[config.mk]
export PLATFORM = sky130hd
export DESIGN_NAME = clock_tick_sequencer_flat
export DESIGN_NICKNAME = d
export VERILOG_FILES = /design/src/rtl/clock_tick_sequencer_if.sv /design/src/rtl/clock_tick_sequencer.sv /design/src/flat_wrapper.sv
export SDC_FILE = /design/constraint.sdc
export NUM_CORES = 1
export LEC_CHECK = 0
export BUFFER_PORTS_ARGS = -buffer_cell sky130_fd_sc_hd__buf_2
export CORE_MARGIN = 3
export CORE_UTILIZATION = 50
export DETAILED_ROUTE_END_ITERATION = 7
export GPL_ROUTABILITY_DRIVEN = 0
export HOLD_SLACK_MARGIN = 0.02
export MAX_ROUTING_LAYER = met4
export PLACE_DENSITY_LB_ADDON = 0.25
export SETUP_SLACK_MARGIN = 0.15
export SYNTH_ARGS = -nofsm -noshare
export SYNTH_HDL_FRONTEND = slang
export SYNTH_SLANG_ARGS = --single-unit
[constraint.sdc]
create_clock -name clk -period 2.78 [get_ports clk]
set_clock_uncertainty 0.2 [all_clocks]
set_input_delay 0.278 -clock clk [delete_from_list [all_inputs] [get_ports clk]]
set_output_delay 0.278 -clock clk [all_outputs]
set_load 0.02 [all_outputs]
[src/rtl/clock_tick_sequencer_if.sv]
`default_nettype none
// ============================================================================
// Module  : clock_tick_sequencer_if
// Brief   : Bus between the tick sequencer and the six BCD digit counters.
// Revision: 1.0 - initial release
// ============================================================================
interface clock_tick_sequencer_if;
    logic [23:0] digits;      // {h1,h0,m1,m0,s1,s0}, s0 in [3:0]
    logic [5:0]  digit_en;    // bit 5 = h1 ... bit 0 = s0
    logic [5:0]  digit_load;
    logic [23:0] load_val;
    logic        cnt_dir;

    modport master (
        input  digits,
        output digit_en,
        output digit_load,
        output load_val,
        output cnt_dir
    );

    modport slave (
        output digits,
        input  digit_en,
        input  digit_load,
        input  load_val,
        input  cnt_dir
    );
endinterface
`default_nettype wire

[src/rtl/clock_tick_sequencer.sv]
`default_nettype none
// ============================================================================
// Module  : clock_tick_sequencer
// Brief   : 1 Hz prescaler, 24 h up/down rollover decisions and RUN/SET mode
//           FSM driving six BCD digit counters through load/step pulses.
// Revision: 1.0 - initial release
// ============================================================================
module clock_tick_sequencer #(
    parameter int TICK_DIV = 50_000_000
) (
    input  wire logic                   clk,
    input  wire logic                   reset,
    input  wire logic                   btn_mode,
    input  wire logic                   btn_adj,
    input  wire logic                   dir,
    input  wire logic                   pause,
    clock_tick_sequencer_if.master      cnt,
    output logic [1:0]                  mode,
    output logic                        timer_done
);

    localparam int              c_pw  = (TICK_DIV > 1) ? $clog2(TICK_DIV) : 1;
    localparam logic [c_pw-1:0] c_top = c_pw'(TICK_DIV - 1);
    localparam logic [c_pw-1:0] c_one = c_pw'(1);

    typedef enum logic [1:0] {
        S_RUN     = 2'd0,
        S_SET_HR  = 2'd1,
        S_SET_MIN = 2'd2,
        S_SET_SEC = 2'd3
    } state_t;

    state_t          r_state;
    logic [c_pw-1:0] r_presc;
    logic            r_halted;
    logic            r_busy;

    // Button path, bit 0 = mode, bit 1 = adjust
    logic [1:0] r_btn_sync0;
    logic [1:0] r_btn_sync1;
    logic [1:0] r_btn_prev;
    logic [1:0] r_btn_pulse;

    logic [5:0]  r_digit_en;
    logic [5:0]  r_digit_load;
    logic [23:0] r_load_val;
    logic        r_cnt_dir;
    logic        r_timer_done;

    logic [3:0] w_s0, w_s1, w_m0, w_m1, w_h0, w_h1;
    logic       w_run_cnt;
    logic       w_tick;
    logic       w_adj;
    logic       w_mode_edge;
    logic       w_all_zero;
    logic       w_b1, w_b2, w_b3, w_b4;

    logic [5:0]  w_en;
    logic [5:0]  w_ld;
    logic [23:0] w_val;
    logic        w_dir;
    logic        w_fire;
    logic        w_done;
    logic        w_up_sec;
    logic        w_up_min;
    logic        w_up_hr;

    assign {w_h1, w_h0, w_m1, w_m0, w_s1, w_s0} = cnt.digits;

    assign w_mode_edge = r_btn_pulse[0];
    assign w_run_cnt   = (r_state == S_RUN) && !pause && !r_halted;
    assign w_tick      = w_run_cnt && (r_presc == c_top);
    // An adjust edge right after a step would see digits that have not settled yet
    assign w_adj       = r_btn_pulse[1] && (r_state != S_RUN) && !r_busy;
    assign w_all_zero  = (cnt.digits == 24'd0);

    assign w_b1 = (w_s0 == 4'd0);
    assign w_b2 = w_b1 && (w_s1 == 4'd0);
    assign w_b3 = w_b2 && (w_m0 == 4'd0);
    assign w_b4 = w_b3 && (w_m1 == 4'd0);

    always_ff @(posedge clk or negedge reset) begin
        if (!reset) begin
            r_btn_sync0 <= 2'b00;
            r_btn_sync1 <= 2'b00;
            r_btn_prev  <= 2'b00;
            r_btn_pulse <= 2'b00;
        end else begin
            r_btn_sync0 <= {btn_adj, btn_mode};
            r_btn_sync1 <= r_btn_sync0;
            r_btn_prev  <= r_btn_sync1;
            r_btn_pulse <= r_btn_sync1 & ~r_btn_prev;
        end
    end

    always_comb begin
        w_en     = 6'd0;
        w_ld     = 6'd0;
        w_val    = 24'd0;
        w_dir    = 1'b0;
        w_fire   = 1'b0;
        w_done   = 1'b0;
        w_up_sec = 1'b0;
        w_up_min = 1'b0;
        w_up_hr  = 1'b0;

        if (w_tick && !dir) begin
            w_fire   = 1'b1;
            w_up_sec = 1'b1;
            w_up_min = (w_s0 == 4'd9) && (w_s1 == 4'd5);
            w_up_hr  = w_up_min && (w_m0 == 4'd9) && (w_m1 == 4'd5);
        end else if (w_tick && w_all_zero) begin
            w_done = 1'b1;
        end else if (w_tick) begin
            w_fire = 1'b1;
            w_dir  = 1'b1;
            if (w_b1) begin
                w_ld[0]     = 1'b1;
                w_val[3:0]  = 4'd9;
            end else begin
                w_en[0]     = 1'b1;
            end
            if (w_b1) begin
                if (w_s1 == 4'd0) begin
                    w_ld[1]    = 1'b1;
                    w_val[7:4] = 4'd5;
                end else begin
                    w_en[1]    = 1'b1;
                end
            end
            if (w_b2) begin
                if (w_m0 == 4'd0) begin
                    w_ld[2]     = 1'b1;
                    w_val[11:8] = 4'd9;
                end else begin
                    w_en[2]     = 1'b1;
                end
            end
            if (w_b3) begin
                if (w_m1 == 4'd0) begin
                    w_ld[3]      = 1'b1;
                    w_val[15:12] = 4'd5;
                end else begin
                    w_en[3]      = 1'b1;
                end
            end
            if (w_b4) begin
                if ((w_h1 == 4'd0) && (w_h0 == 4'd0)) begin
                    w_ld[5:4]    = 2'b11;
                    w_val[23:20] = 4'd2;
                    w_val[19:16] = 4'd3;
                end else if (w_h0 == 4'd0) begin
                    w_ld[4]      = 1'b1;
                    w_val[19:16] = 4'd9;
                    w_en[5]      = 1'b1;
                end else begin
                    w_en[4]      = 1'b1;
                end
            end
        end else if (w_adj) begin
            w_fire = 1'b1;
            case (r_state)
                S_SET_HR:  w_up_hr  = 1'b1;
                S_SET_MIN: w_up_min = 1'b1;
                S_SET_SEC: w_up_sec = 1'b1;
                default:   w_fire   = 1'b0;
            endcase
        end

        // Upward wraps always load zero, so load_val stays at its default here
        if (w_up_sec) begin
            if (w_s0 == 4'd9) begin
                w_ld[0] = 1'b1;
                if (w_s1 == 4'd5) w_ld[1] = 1'b1;
                else              w_en[1] = 1'b1;
            end else begin
                w_en[0] = 1'b1;
            end
        end
        if (w_up_min) begin
            if (w_m0 == 4'd9) begin
                w_ld[2] = 1'b1;
                if (w_m1 == 4'd5) w_ld[3] = 1'b1;
                else              w_en[3] = 1'b1;
            end else begin
                w_en[2] = 1'b1;
            end
        end
        if (w_up_hr) begin
            if ((w_h1 == 4'd2) && (w_h0 == 4'd3)) begin
                w_ld[5:4] = 2'b11;
            end else if (w_h0 == 4'd9) begin
                w_ld[4] = 1'b1;
                w_en[5] = 1'b1;
            end else begin
                w_en[4] = 1'b1;
            end
        end
    end

    always_ff @(posedge clk or negedge reset) begin
        if (!reset) begin
            r_state  <= S_RUN;
            r_presc  <= '0;
            r_halted <= 1'b0;
        end else begin
            if (w_mode_edge) begin
                case (r_state)
                    S_RUN:     r_state <= S_SET_HR;
                    S_SET_HR:  r_state <= S_SET_MIN;
                    S_SET_MIN: r_state <= S_SET_SEC;
                    S_SET_SEC: r_state <= S_RUN;
                    default:   r_state <= S_RUN;
                endcase
            end

            if (w_mode_edge && (r_state == S_SET_SEC)) begin
                r_presc <= '0;
            end else if (w_run_cnt) begin
                r_presc <= (r_presc == c_top) ? '0 : r_presc + c_one;
            end

            if (w_mode_edge || !dir) begin
                r_halted <= 1'b0;
            end else if (w_done) begin
                r_halted <= 1'b1;
            end
        end
    end

    always_ff @(posedge clk or negedge reset) begin
        if (!reset) begin
            r_digit_en   <= 6'd0;
            r_digit_load <= 6'd0;
            r_load_val   <= 24'd0;
            r_cnt_dir    <= 1'b0;
            r_timer_done <= 1'b0;
            r_busy       <= 1'b0;
        end else begin
            r_digit_en   <= w_en;
            r_digit_load <= w_ld;
            r_load_val   <= w_val;
            r_cnt_dir    <= w_fire & w_dir;
            r_timer_done <= w_done;
            r_busy       <= w_fire;
        end
    end

    assign cnt.digit_en   = r_digit_en;
    assign cnt.digit_load = r_digit_load;
    assign cnt.load_val   = r_load_val;
    assign cnt.cnt_dir    = r_cnt_dir;
    assign mode           = r_state;
    assign timer_done     = r_timer_done;

endmodule
`default_nettype wire

[src/flat_wrapper.sv]
// flat-port wrapper written by rule: the top's interface ports become plain ports
module clock_tick_sequencer_flat 
#(
    parameter int TICK_DIV = 50_000_000
)
  (clk, reset, btn_mode, btn_adj, dir, pause, mode, timer_done, cnt_digits, cnt_digit_en, cnt_digit_load, cnt_load_val, cnt_cnt_dir);
  clock_tick_sequencer_if cnt_i ();
  input  wire logic clk;
  input  wire logic reset;
  input  wire logic btn_mode;
  input  wire logic btn_adj;
  input  wire logic dir;
  input  wire logic pause;
  output logic [1:0] mode;
  output logic timer_done;
  input wire logic [$bits(cnt_i.digits)-1:0] cnt_digits;
  output wire logic [$bits(cnt_i.digit_en)-1:0] cnt_digit_en;
  output wire logic [$bits(cnt_i.digit_load)-1:0] cnt_digit_load;
  output wire logic [$bits(cnt_i.load_val)-1:0] cnt_load_val;
  output wire logic [$bits(cnt_i.cnt_dir)-1:0] cnt_cnt_dir;
  assign cnt_i.digits = cnt_digits;
  assign cnt_digit_en = cnt_i.digit_en;
  assign cnt_digit_load = cnt_i.digit_load;
  assign cnt_load_val = cnt_i.load_val;
  assign cnt_cnt_dir = cnt_i.cnt_dir;
  clock_tick_sequencer #(.TICK_DIV(TICK_DIV)) u_core (.clk(clk), .reset(reset), .btn_mode(btn_mode), .btn_adj(btn_adj), .dir(dir), .pause(pause), .cnt(cnt_i), .mode(mode), .timer_done(timer_done));
endmodule
Word-level counts from Yosys, hierarchy flattened
Index checks and enable logic that the tools add are counted.
W data, S select, Z words.
{"block": "totals", "word_cells": 155, "output_inout_bits": 40, "register_bits": 76}
{"block": "classes", "muxes": 94, "reduce_logical": 33, "n_eq_ne": 11, "n_bitwise": 3, "add_sub_neg": 1}
{"cell": "$mux W26", "n": 3}
{"cell": "$mux W24", "n": 3}
{"cell": "$mux W1", "n": 58}
{"cell": "$mux W6", "n": 6}
{"cell": "$mux W4", "n": 7}
{"cell": "$add A26 B1 Y26 const B", "n": 1}
{"cell": "$eq A26 B26 Y1 const B", "n": 1}
{"cell": "$mux W2", "n": 13}
{"cell": "$logic_not A24 Y1", "n": 1}
{"cell": "$logic_not A4 Y1", "n": 6}
{"cell": "$logic_and A1 B1 Y1", "n": 16}
{"cell": "$eq A4 B4 Y1 const B", "n": 3}
{"cell": "$eq A4 B2 Y1 const B", "n": 2}
{"cell": "$eq A4 B3 Y1 const B", "n": 2}
{"cell": "$mux W8", "n": 1}
{"cell": "$pmux W2 S4", "n": 1}
{"cell": "$mux W3", "n": 2}
{"cell": "$reduce_bool A2 Y1", "n": 3}
{"cell": "$eq A2 B2 Y1 const B", "n": 2}
{"cell": "$logic_not A1 Y1", "n": 4}
{"cell": "$reduce_or A3 Y1", "n": 1}
{"cell": "$and A2 B2 Y2", "n": 1}
{"cell": "$eq A2 B1 Y1 const B", "n": 1}
{"cell": "$logic_not A2 Y1", "n": 1}
{"cell": "other kinds (3)", "n": 3}

Logic depth before layout (Yosys ltp)
Gate-level depths: netlist (run 1).
{"block": "logic_depth", "depth_word": 11, "mapped_depth": 8, "ltp_nobuf": 7}

Worst setup path after synthesis (run 1)
OpenSTA, ideal clock, no wires.
{"block": "synth_path", "kind": "reg2reg", "from": "register u_core.r_state[0], in the netlist u_core.mode[0]", "to": "register u_core.r_presc[17]", "setup_time_ns": 0.079, "arrival_time_ns": 2.012, "n_path_buf": 0, "stages_incl_launch_ff": 8, "path_slack_ns": 0.489, "synth_period_minus_slack_ns": 2.291, "path_cell_list": "dfrtp_1 > inv_1 > ha_1 > or3b_1 > nand2_1 > nand4_2 > or4_1 > a21oi_1"}
{"block": "synth_via", "elab_chain_cells": 4, "word_cells_on_any_way": 7, "classes_between": "1 x eq/ne; 1 x mux; 5 x reduce/logical"}
{"element": "start, declared", "line_no": "clock_tick_sequencer.sv:33", "source": "state_t r_state;"}
{"element": "start signal, assigned", "line_no": "clock_tick_sequencer.sv:203", "source": "r_state <= S_RUN;"}
{"element": "start signal, assigned", "line_no": "clock_tick_sequencer.sv:209", "source": "S_RUN: r_state <= S_SET_HR;"}
{"element": "start signal, assigned", "line_no": "clock_tick_sequencer.sv:210", "source": "S_SET_HR: r_state <= S_SET_MIN;"}
{"element": "$logic_not A2 Y1", "line_no": "clock_tick_sequencer.sv:71", "source": "assign w_run_cnt = (r_state == S_RUN) && !pause && !r_halted;"}
{"element": "$logic_and A1 B1 Y1 (2 in series)", "line_no": "clock_tick_sequencer.sv:71"}
{"element": "$reduce_bool A2 Y1 (no source line)"}
{"element": "end signal, assigned", "line_no": "clock_tick_sequencer.sv:220", "source": "r_presc <= (r_presc == c_top) ? '0 : r_presc + c_one;"}
{"element": "end, declared", "line_no": "clock_tick_sequencer.sv:34", "source": "logic [c_pw-1:0] r_presc;"}
Several ways; a longest one is shown, not always the timed one.
A chain may end at the register's enable or synchronous reset.

Worst setup path in the final report (run 1)
{"block": "layout_path", "from": "register u_core.r_state[1], in the netlist u_core.mode[1]", "to": "register u_core.r_presc[17]"}
Same word-level chain as after synthesis.

==> impl_metrics.yaml, run 1 <==
setup_path:
  path_class: "register to register"
  critPathLaunchType: "register"
  reg2reg_to: "u_core.r_presc[17]"
  critPathRequiredTime_ns: 2.84
  r2r_cells: 7
  r2r_start: "u_core.mode[1]"
  worstPathArrival_ns: 2.48
  cp_max_fo: 5
  crit_path_end_kind: "register"
  endpoint: "u_core.r_presc[17]"
  rrSetupSlack_ns: 0.36
  cp-startpoint: "u_core.mode[1]"
power:
  p_sw_share_pct: 30.3
  p_leak_uw: 0.00175
  pwr-share-seq_pct: 45.2
  total_power_uw: 2160
  p_comb_share_pct: 19.3
  p_sw_uw: 652
  intPower_uw: 1500
  ir_worst_vdd_uv: 379
  p_per_area_nw_per_um2: 588
  clkPwrFrac_pct: 35.5
clocking:
  cts_tree: "done"
  root_buffer: "clkbuf_8"
  htreeDepth: 3
  cts_sinks: 59
  clockBufferDepth: 2
  clock_latency_ns: 0.34
  cts_buffers: 9
  ctsResizeCount: 0
  path_clk_slew_ns: 0.06
die:
  die_area_um2: 7210
  die_h_um: 84.9
  core_area_um2: 5990
  start_util_pct: 52.0
  row_count: 28
  die_w_um: 84.9
  io-pin-count: 70
global_routing:
  grt_pass1_vias: 2539
  use_met2_pct: 31.2
  grt_use_total_pct: 21.3
  grt_max_degree: 23
  grt_overflow_total: 0
  grt_pass1_wl_um: 11700
  antenna_found_initial: 0
  gr-usage-met3_pct: 5.53
  gr-usage-met1_pct: 27.9
  top_usage_layer: "met2"
worst_hold_path:
  hold_path_class: "input port to register"
yosys:
  ys.flop_type: "dfrtp_1"
  synth_edf_count: 0
  syn_area_um2: 3110
  synth_top_area_share_pct: 47.4
  synth_area_leaders: "dfrtp_1, buf_4, nor2_1"
  synth_top_cell_by_area: "dfrtp_1"
  synth-async-reset-ratio_pct: 100
  synth_common_cells: "dfrtp_1, nor2_1, nand2_1, o21ai_0, buf_4"
  synth-seq-area-share_pct: 47.4
  yosysWarningCount: 0
  synth-seq-cells: 59
  synth.most_common_cell: "dfrtp_1"
  synthCells: 319
  syn_avg_cell_area_um2: 9.76
  post_synth_num_cell_types: 56
timing:
  setup_viol: 0
  fin_crit_sh_pct: 87.1
  worstMarginPinSlew_ns: 0.634
  fin_crit_ns: 2.42
  hold_violations: 0
  fin_tns_setup_ns: 0
  rsz0062_at_grt: "no"
  timing.fmax_ghz: 0.413
  slew_headroom_pct: 57.3
  slew_viol_final: 0
final_layout:
  fillers: 518
  final_area_um2: 3670
  utilization_pct: 61.2
  antennaDiodeCount: 0
  nNetsFinal: 422
  area_delta_synth_final_pct: 17.8
  final_cells: 467
  drive_gt1_share_pct: 23.5
drt:
  vias: 2638
  routedWlPerCell_um: 15.2
  viasPerCell: 5.65
  first_iter_violations: 139
  ant_nets: 0
  totalWireLength_um: 7090
  post-route-drc-count: 0
  drt_first_pass_iters: 4
placed_design:
  dp_hpwl_um: 5240
  portBuffers: 57
  dpl-instance-area_um2: 3440
  dpl.cell_count: 448
job:
  maxCapViolCount: 0
status:
  status: "finished clean"
[kinds of logic (layout without fill, tap and decap cells)]
logic type | after synthesis | after routing | synth area share (%)
and+or+nand+nor | 153 | 153 | 29.6
DFF | 59 | 59 | 47.4
AOI/OAI and AO/OA | 56 | 56 | 11.3
buffers and inverters | 33 | 94 | 6.19
xor gates and xnor gates | 11 | 11 | 3.09
adders and majority gates | 5 | 5 | 2.01
other | 1 | 13 | 0.120
muxes | 1 | 1 | 0.322
[stage by stage]
stage	worst slack, ns	hold WS, ns
3_3_place_gp	0.491	0.0647
2_1_floorplan	0.489	-0.218
6_report	0.360	0.0445
5_1_grt	0.203	0.0417
4_1_cts	0.358	0.0211
3_5_place_dp	0.393	0.0694
[flip-flops by register name, summed over array words and instances, names as in the netlist]
name / flops
u_core.r_presc: 26
u_core.r_btn_prev: 2
u_core.mode: 2
u_core.timer_done: 1
u_core.cnt.cnt_dir: 1
u_core.r_halted: 1
u_core.r_btn_sync0: 2
u_core.cnt.digit_load: 6
u_core.r_btn_pulse: 2
u_core.cnt.load_val: 7
u_core.r_busy: 1
u_core.cnt.digit_en: 6
u_core.r_btn_sync1: 2
[final cells by class]
class	count	area, µm²	area share [%]
multi-input combinational	239	1490	40.6
sequential	59	1480	40.3
timing repair buffer	68	375	10.2
clock buffer	11	141	3.86
tap	75	93.8	2.56
clock inverter	5	52.6	1.43
inverter	10	37.5	1.02
[timing repair]
item / CTS / global route
hold endpoints to repair: 22 / 0
hold buffers: 3 / 0
buffers inserted: 0 / 0
[power groups by stage]
stage	clock [µW]	combinational (µW)	sequential, µW
2_1_floorplan	0	247	1000
3_3_place_gp	0	399	983
3_5_place_dp	0	415	988
4_1_cts	784	420	974
5_1_grt	827	467	984
6_report	766	415	974
[worst min-delay path by stage]
| stage | slack [ns] | from | to | depth (start not counted) |
|---|---|---|---|---|
| 2_1_floorplan | -0.22 | reset | u_core.cnt.cnt_dir | 0 |
| 3_3_place_gp | 0.06 | reset | u_core.cnt.load_val[17] | 1 |
| 3_5_place_dp | 0.07 | reset | u_core.cnt.load_val[17] | 1 |
| 4_1_cts | 0.02 | cnt_digits[22] | u_core.cnt.digit_load[5] | 3 |
| 5_1_grt | 0.04 | dir | u_core.r_halted | 2 |
| 6_report | 0.04 | cnt_digits[20] | u_core.cnt.digit_load[5] | 3 |
[cells in the final DEF (no fill, tap or decap), drive strengths merged, types with 5 or more instances in the layout]
cell / count
nor4: 10
dfrtp: 59
or4: 8
xor2: 5
nor2: 29
xnor2: 6
nand4: 16
inv: 10
ha: 5
a31oi: 8
nor3b: 6
a21oi: 6
nor3: 7
buf: 65
or3: 7
o21ai: 22
nand2: 23
and4: 5
conb: 13
clkbuf: 11
nor2b: 5
nand3: 15
and2: 8
[per-layer routing]
| metal | vias up | routed length (µm) |
|---|---|---|
| li1 | 1286 | - |
| met1 | 1257 | 3220 |
| met2 | 85 | 3230 |
| met3 | 10 | 508 |
| met4 | 0 | 133 |
| met5 | - | 0 |
[worst max-delay path, stage by stage, from the launching register on]
cell and delay [ns]:
dfrtp_1 0.41, inv_1 0.11, ha_1 0.22, or3b_1 0.45
nand2_1 0.13, nand4_2 0.15, or4_1 0.52, a21oi_1 0.16
Power figures use the tool's default switching activity.
==> run 2: changes to the inputs <==
--- a/config.mk
+++ b/config.mk
@@ -12,7 +12,7 @@
 export GPL_ROUTABILITY_DRIVEN = 0
 export HOLD_SLACK_MARGIN = 0.02
 export MAX_ROUTING_LAYER = met4
-export PLACE_DENSITY_LB_ADDON = 0.25
+export PLACE_DENSITY_LB_ADDON = 0.2
 export SETUP_SLACK_MARGIN = 0.15
 export SYNTH_ARGS = -nofsm -noshare
 export SYNTH_HDL_FRONTEND = slang
==> impl_metrics.yaml, run 2 (synthesized netlist as in run 1, its figures left out) <==
status:
  status: "finished clean"
drt:
  ant_nets: 0
  vias: 2616
  totalWireLength_um: 6740
  routedWlPerCell_um: 14.4
  viasPerCell: 5.60
  drt_first_pass_iters: 5
  post-route-drc-count: 0
  first_iter_violations: 190
power:
  p_leak_uw: 0.00175
  p_per_area_nw_per_um2: 587
  ir_worst_vdd_uv: 418
  total_power_uw: 2160
global_routing:
  grt_overflow_total: 0
  grt_use_total_pct: 20.6
  grt_pass1_wl_um: 11700
  grt_max_degree: 33
  grt_pass1_vias: 2468
  antenna_found_initial: 0
setup_path:
  endpoint: "u_core.r_presc[19]"
  r2r_start: "u_core.mode[0]"
  path_class: "register to register"
  worstPathCellList: "inv_1 -> ha_1 -> or3b_1 -> nand2_1 -> nand4_2 -> or4_1 -> a21oi_1"
  cp_max_fo: 5
  rrSetupSlack_ns: 0.33
  crit_path_end_kind: "register"
  critPathLaunchType: "register"
  critPathRequiredTime_ns: 2.83
  worstPathArrival_ns: 2.49
  slowest_stage: "or4_1"
  worst-path-buf-inv: 1
  reg2reg_to: "u_core.r_presc[19]"
  cp-startpoint: "u_core.mode[0]"
  max_stage_delay_ns: 0.50
  cp.depth: 7
  crit_family: "simple AND/OR/NAND/NOR gates"
  r2r_cells: 7
die:
  core_area_um2: 5990
  start_util_pct: 52.0
  die_area_um2: 7210
  io-pin-count: 70
  row_count: 28
  die_h_um: 84.9
  die_w_um: 84.9
final_layout:
  layout_common_cells: "dfrtp_1, buf_2, nor2_1"
  drive_gt1_share_pct: 23.5
  final_cells: 467
  area_delta_synth_final_pct: 18.2
  regMostFlops: "u_core.r_presc"
  utilization_pct: 61.4
  final_common_cell: "dfrtp_1"
  nNetsFinal: 422
  largest_register_ffs: 26
  final_area_um2: 3680
  antennaDiodeCount: 0
clocking:
  cts_tree: "done"
  htreeDepth: 3
  cts_sinks: 59
  path_clk_slew_ns: 0.07
  clockBufferDepth: 2
  root_buffer: "clkbuf_8"
  clock_latency_ns: 0.33
  cts_buffers: 9
placed_design:
  dp_hpwl_um: 5050
  dpl-instance-area_um2: 3450
  portBuffers: 57
  dpl.cell_count: 448
timing:
  hold_violations: 0
  worstMarginPinSlew_ns: 0.734
  setup_viol: 0
  slew_viol_final: 0
  rsz0062_at_grt: "no"
  slew_headroom_pct: 50.4
  fin_tns_setup_ns: 0
  fin_crit_ns: 2.45
  timing.fmax_ghz: 0.409
  fin_crit_sh_pct: 88.0
worst_hold_path:
  hold_path_class: "input port to register"
  worstHoldPathCells: 3
job:
  maxCapViolCount: 0
-- run 2: cell counts in the layout (fill, tap and decap cells not counted) --
No cell type changed its count.
-- run 2: worst min path at each step --
stage,endpoint,slack (ns),startpoint
global route,u_core.r_halted,0.08,dir
detailed placement,u_core.r_btn_sync1[0],0.14,u_core.r_btn_sync0[0]
floorplan,u_core.cnt.cnt_dir,-0.22,reset
finish,u_core.cnt.digit_load[5],0.06,cnt_digits[22]
CTS,u_core.cnt.digit_load[5],0.05,cnt_digits[22]
global placement,u_core.r_btn_sync1[1],0.13,u_core.r_btn_sync0[1]
-- run 2: what timing repair did --
action / in CTS / in global routing
gates resized for setup: 0 / 0
buffers inserted: 0 / 0
hold endpoints to repair: 29 / 0
hold buffers: 3 / 0
-- run 2: worst register-to-register path: stages, from the launching register on --
cell,delay [ns]
dfrtp_1,0.41
inv_1,0.12
ha_1,0.23
or3b_1,0.45
nand2_1,0.13
nand4_2,0.15
or4_1,0.50
a21oi_1,0.17
-- run 2: layout make-up --
type / count / area [µm²]
flip-flops and latches: 59 / 1480
clock inverters: 5 / 52.6
inverters: 10 / 37.5
repair buffers: 68 / 388
multi-input cells: 239 / 1490
well taps: 75 / 93.8
clock buffers: 11 / 141
fillers: 518 / 2310
-- run 2: report_power, final --
group          internal [µW]  total [µW]  switching [µW]  leakage [µW]
Combinational            156         412             255      0.000859
Clock                    434         770             337     0.0000991
Sequential               915         976            60.9      0.000792
Total                   1500        2160             653       0.00175
-- run 2: metrics by stage --
stage | setup WS, ns | hold slack, ns
after detailed placement | 0.362 | 0.145
final | 0.335 | 0.0606
after floorplan | 0.489 | -0.218
after CTS | 0.317 | 0.0539
after global routing | 0.152 | 0.0764
after global placement | 0.485 | 0.133
-- run 2: metal layers --
layer | up-vias | global-route usage, % | share of wire, %
met3 | 11 | 3.69 | 5.9
met2 | 81 | 30.2 | 45
met1 | 1238 | 28.4 | 48
li1 | 1286 | - | -
met4 | 0 | 8.35 | 1.8
met5 | - | - | 0
==> run 3: changes to the inputs <==
--- a/config.mk
+++ b/config.mk
@@ -7,7 +7,7 @@
 export LEC_CHECK = 0
 export BUFFER_PORTS_ARGS = -buffer_cell sky130_fd_sc_hd__buf_2
 export CORE_MARGIN = 3
-export CORE_UTILIZATION = 50
+export CORE_UTILIZATION = 54
 export DETAILED_ROUTE_END_ITERATION = 7
 export GPL_ROUTABILITY_DRIVEN = 0
 export HOLD_SLACK_MARGIN = 0.02
==> impl_metrics.yaml, run 3 (synthesized netlist as in run 1, its figures left out) <==
status:
  status: "finished clean"
global_routing:
  grt_max_degree: 33
  grt_overflow_total: 0
  grt_pass1_vias: 2465
  grt_pass1_wl_um: 11800
  grt_use_total_pct: 23.6
  antenna_found_initial: 0
clocking:
  path_clk_slew_ns: 0.07
  htreeDepth: 3
  cts_buffers: 9
  clock_latency_ns: 0.33
  cts_tree: "done"
  clockBufferDepth: 2
  cts_sinks: 59
  root_buffer: "clkbuf_8"
placed_design:
  portBuffers: 57
  dp_hpwl_um: 5230
power:
  intPower_uw: 1470
  p_leak_uw: 0.00174
  p_per_area_nw_per_um2: 576
  p_comb_share_pct: 19.7
  p_sw_share_pct: 30.4
  total_power_uw: 2110
  clkPwrFrac_pct: 34.2
  ir_worst_vdd_uv: 461
  pwr-share-seq_pct: 46.2
  p_sw_uw: 642
final_layout:
  antennaDiodeCount: 0
  final_common_cell: "dfrtp_1"
  regMostFlops: "u_core.r_presc"
  register_area_um2: 1480
  fillers: 470
  layout_common_cells: "dfrtp_1, buf_2, nor2_1"
  multi_input_area_um2: 1500
  drive_gt1_share_pct: 23.7
  area_delta_synth_final_pct: 17.7
  largest_register_ffs: 26
  nNetsFinal: 422
drt:
  viasPerCell: 5.75
  first_iter_violations: 260
  drt_first_pass_iters: 5
  wl_met1_um: 3120
  routedWlPerCell_um: 15.0
  post-route-drc-count: 0
  ant_nets: 0
  wl_met2_um: 3340
  wl_met3_um: 414
  vias: 2666
  totalWireLength_um: 6970
  top_layer_used: "met4"
timing:
  fin_crit_ns: 2.37
  timing.fmax_ghz: 0.422
  rsz0062_at_grt: "no"
  setup_viol: 0
  slew_viol_final: 0
  hold_violations: 0
  fin_crit_sh_pct: 85.3
  fin_tns_setup_ns: 0
  worstMarginPinSlew_ns: 0.626
  slew_headroom_pct: 57.7
setup_path:
  crit_path_end_kind: "register"
  worstPathArrival_ns: 2.42
  cp_max_fo: 5
  rrSetupSlack_ns: 0.41
  r2r_cells: 7
  cp-startpoint: "u_core.mode[0]"
  r2r_start: "u_core.mode[0]"
  endpoint: "u_core.r_presc[19]"
  reg2reg_to: "u_core.r_presc[19]"
  critPathLaunchType: "register"
  path_class: "register to register"
  critPathRequiredTime_ns: 2.83
die:
  row_count: 27
  die_h_um: 81.9
  die_area_um2: 6710
  core_area_um2: 5540
  start_util_pct: 56.2
  die_w_um: 81.9
  io-pin-count: 70
worst_hold_path:
  hold_path_class: "input port to register"
  worstHoldStart: "cnt_digits[22]"
job:
  maxCapViolCount: 0
[run 3: stage by stage]
step | hold WS, ns | instance area (µm²) | setup WS, ns | util [%] | cells
final | 0.0565 | 3660 | 0.409 | 66.1 | 464
after CTS | 0.0510 | 3660 | 0.398 | 66.0 | 464
after global placement | -0.0787 | 3440 | 0.497 | 62.1 | 445
after detailed placement | -0.0782 | 3440 | 0.444 | 62.1 | 445
after global routing | 0.0746 | 3660 | 0.246 | 66.1 | 464
after floorplan | -0.218 | 3160 | 0.489 | - | 331
[run 3: timing repair]
| action | 4_1_cts | 5_1_grt |
|---|---|---|
| buffers inserted | 0 | 0 |
| setup endpoints to repair | 0 | 1 |
| hold buffers | 3 | 0 |
| hold endpoints to repair | 61 | 0 |
| resized for setup | 0 | 1 |
[run 3: layer usage]
| layer | vias to the layer above | global-route usage [%] |
|---|---|---|
| met5 | - | - |
| met4 | 0 | 7.14 |
| met3 | 12 | 3.73 |
| met2 | 84 | 36.3 |
| met1 | 1289 | 32.1 |
| li1 | 1281 | - |
[run 3: layout make-up]
class / instances / share of cell area, %
tap: 72 / 2.46
clock inverter: 3 / 0.580
sequential: 59 / 40.3
timing repair buffer: 68 / 10.2
multi-input combinational: 239 / 40.8
clock buffer: 13 / 4.61
inverter: 10 / 1.02
[run 3: critical path, cell delays in order (launching register included)]
cell,delay [ns]
dfrtp_1,0.41
inv_1,0.11
ha_1,0.22
or3b_1,0.44
nand2_1,0.13
nand4_2,0.15
or4_1,0.49
a21oi_1,0.15
[run 3: how the worst min path moves through the flow]
stage | endpoint | slack, ns | depth (start not counted)
after floorplan | u_core.cnt.cnt_dir | -0.22 | 0
after global placement | u_core.r_presc[14] | -0.08 | 1
after detailed placement | u_core.r_presc[14] | -0.08 | 1
after CTS | u_core.cnt.digit_load[5] | 0.05 | 3
after global routing | u_core.cnt.digit_load[5] | 0.07 | 3
final | u_core.cnt.digit_load[5] | 0.06 | 3
[run 3: power by group through the flow]
stage	Clock, µW	Combinational, µW	Sequential (µW)
global placement	0	396	983
floorplan	0	247	1000
CTS	734	415	974
detailed placement	0	406	988
finish	721	415	974
global route	786	461	985
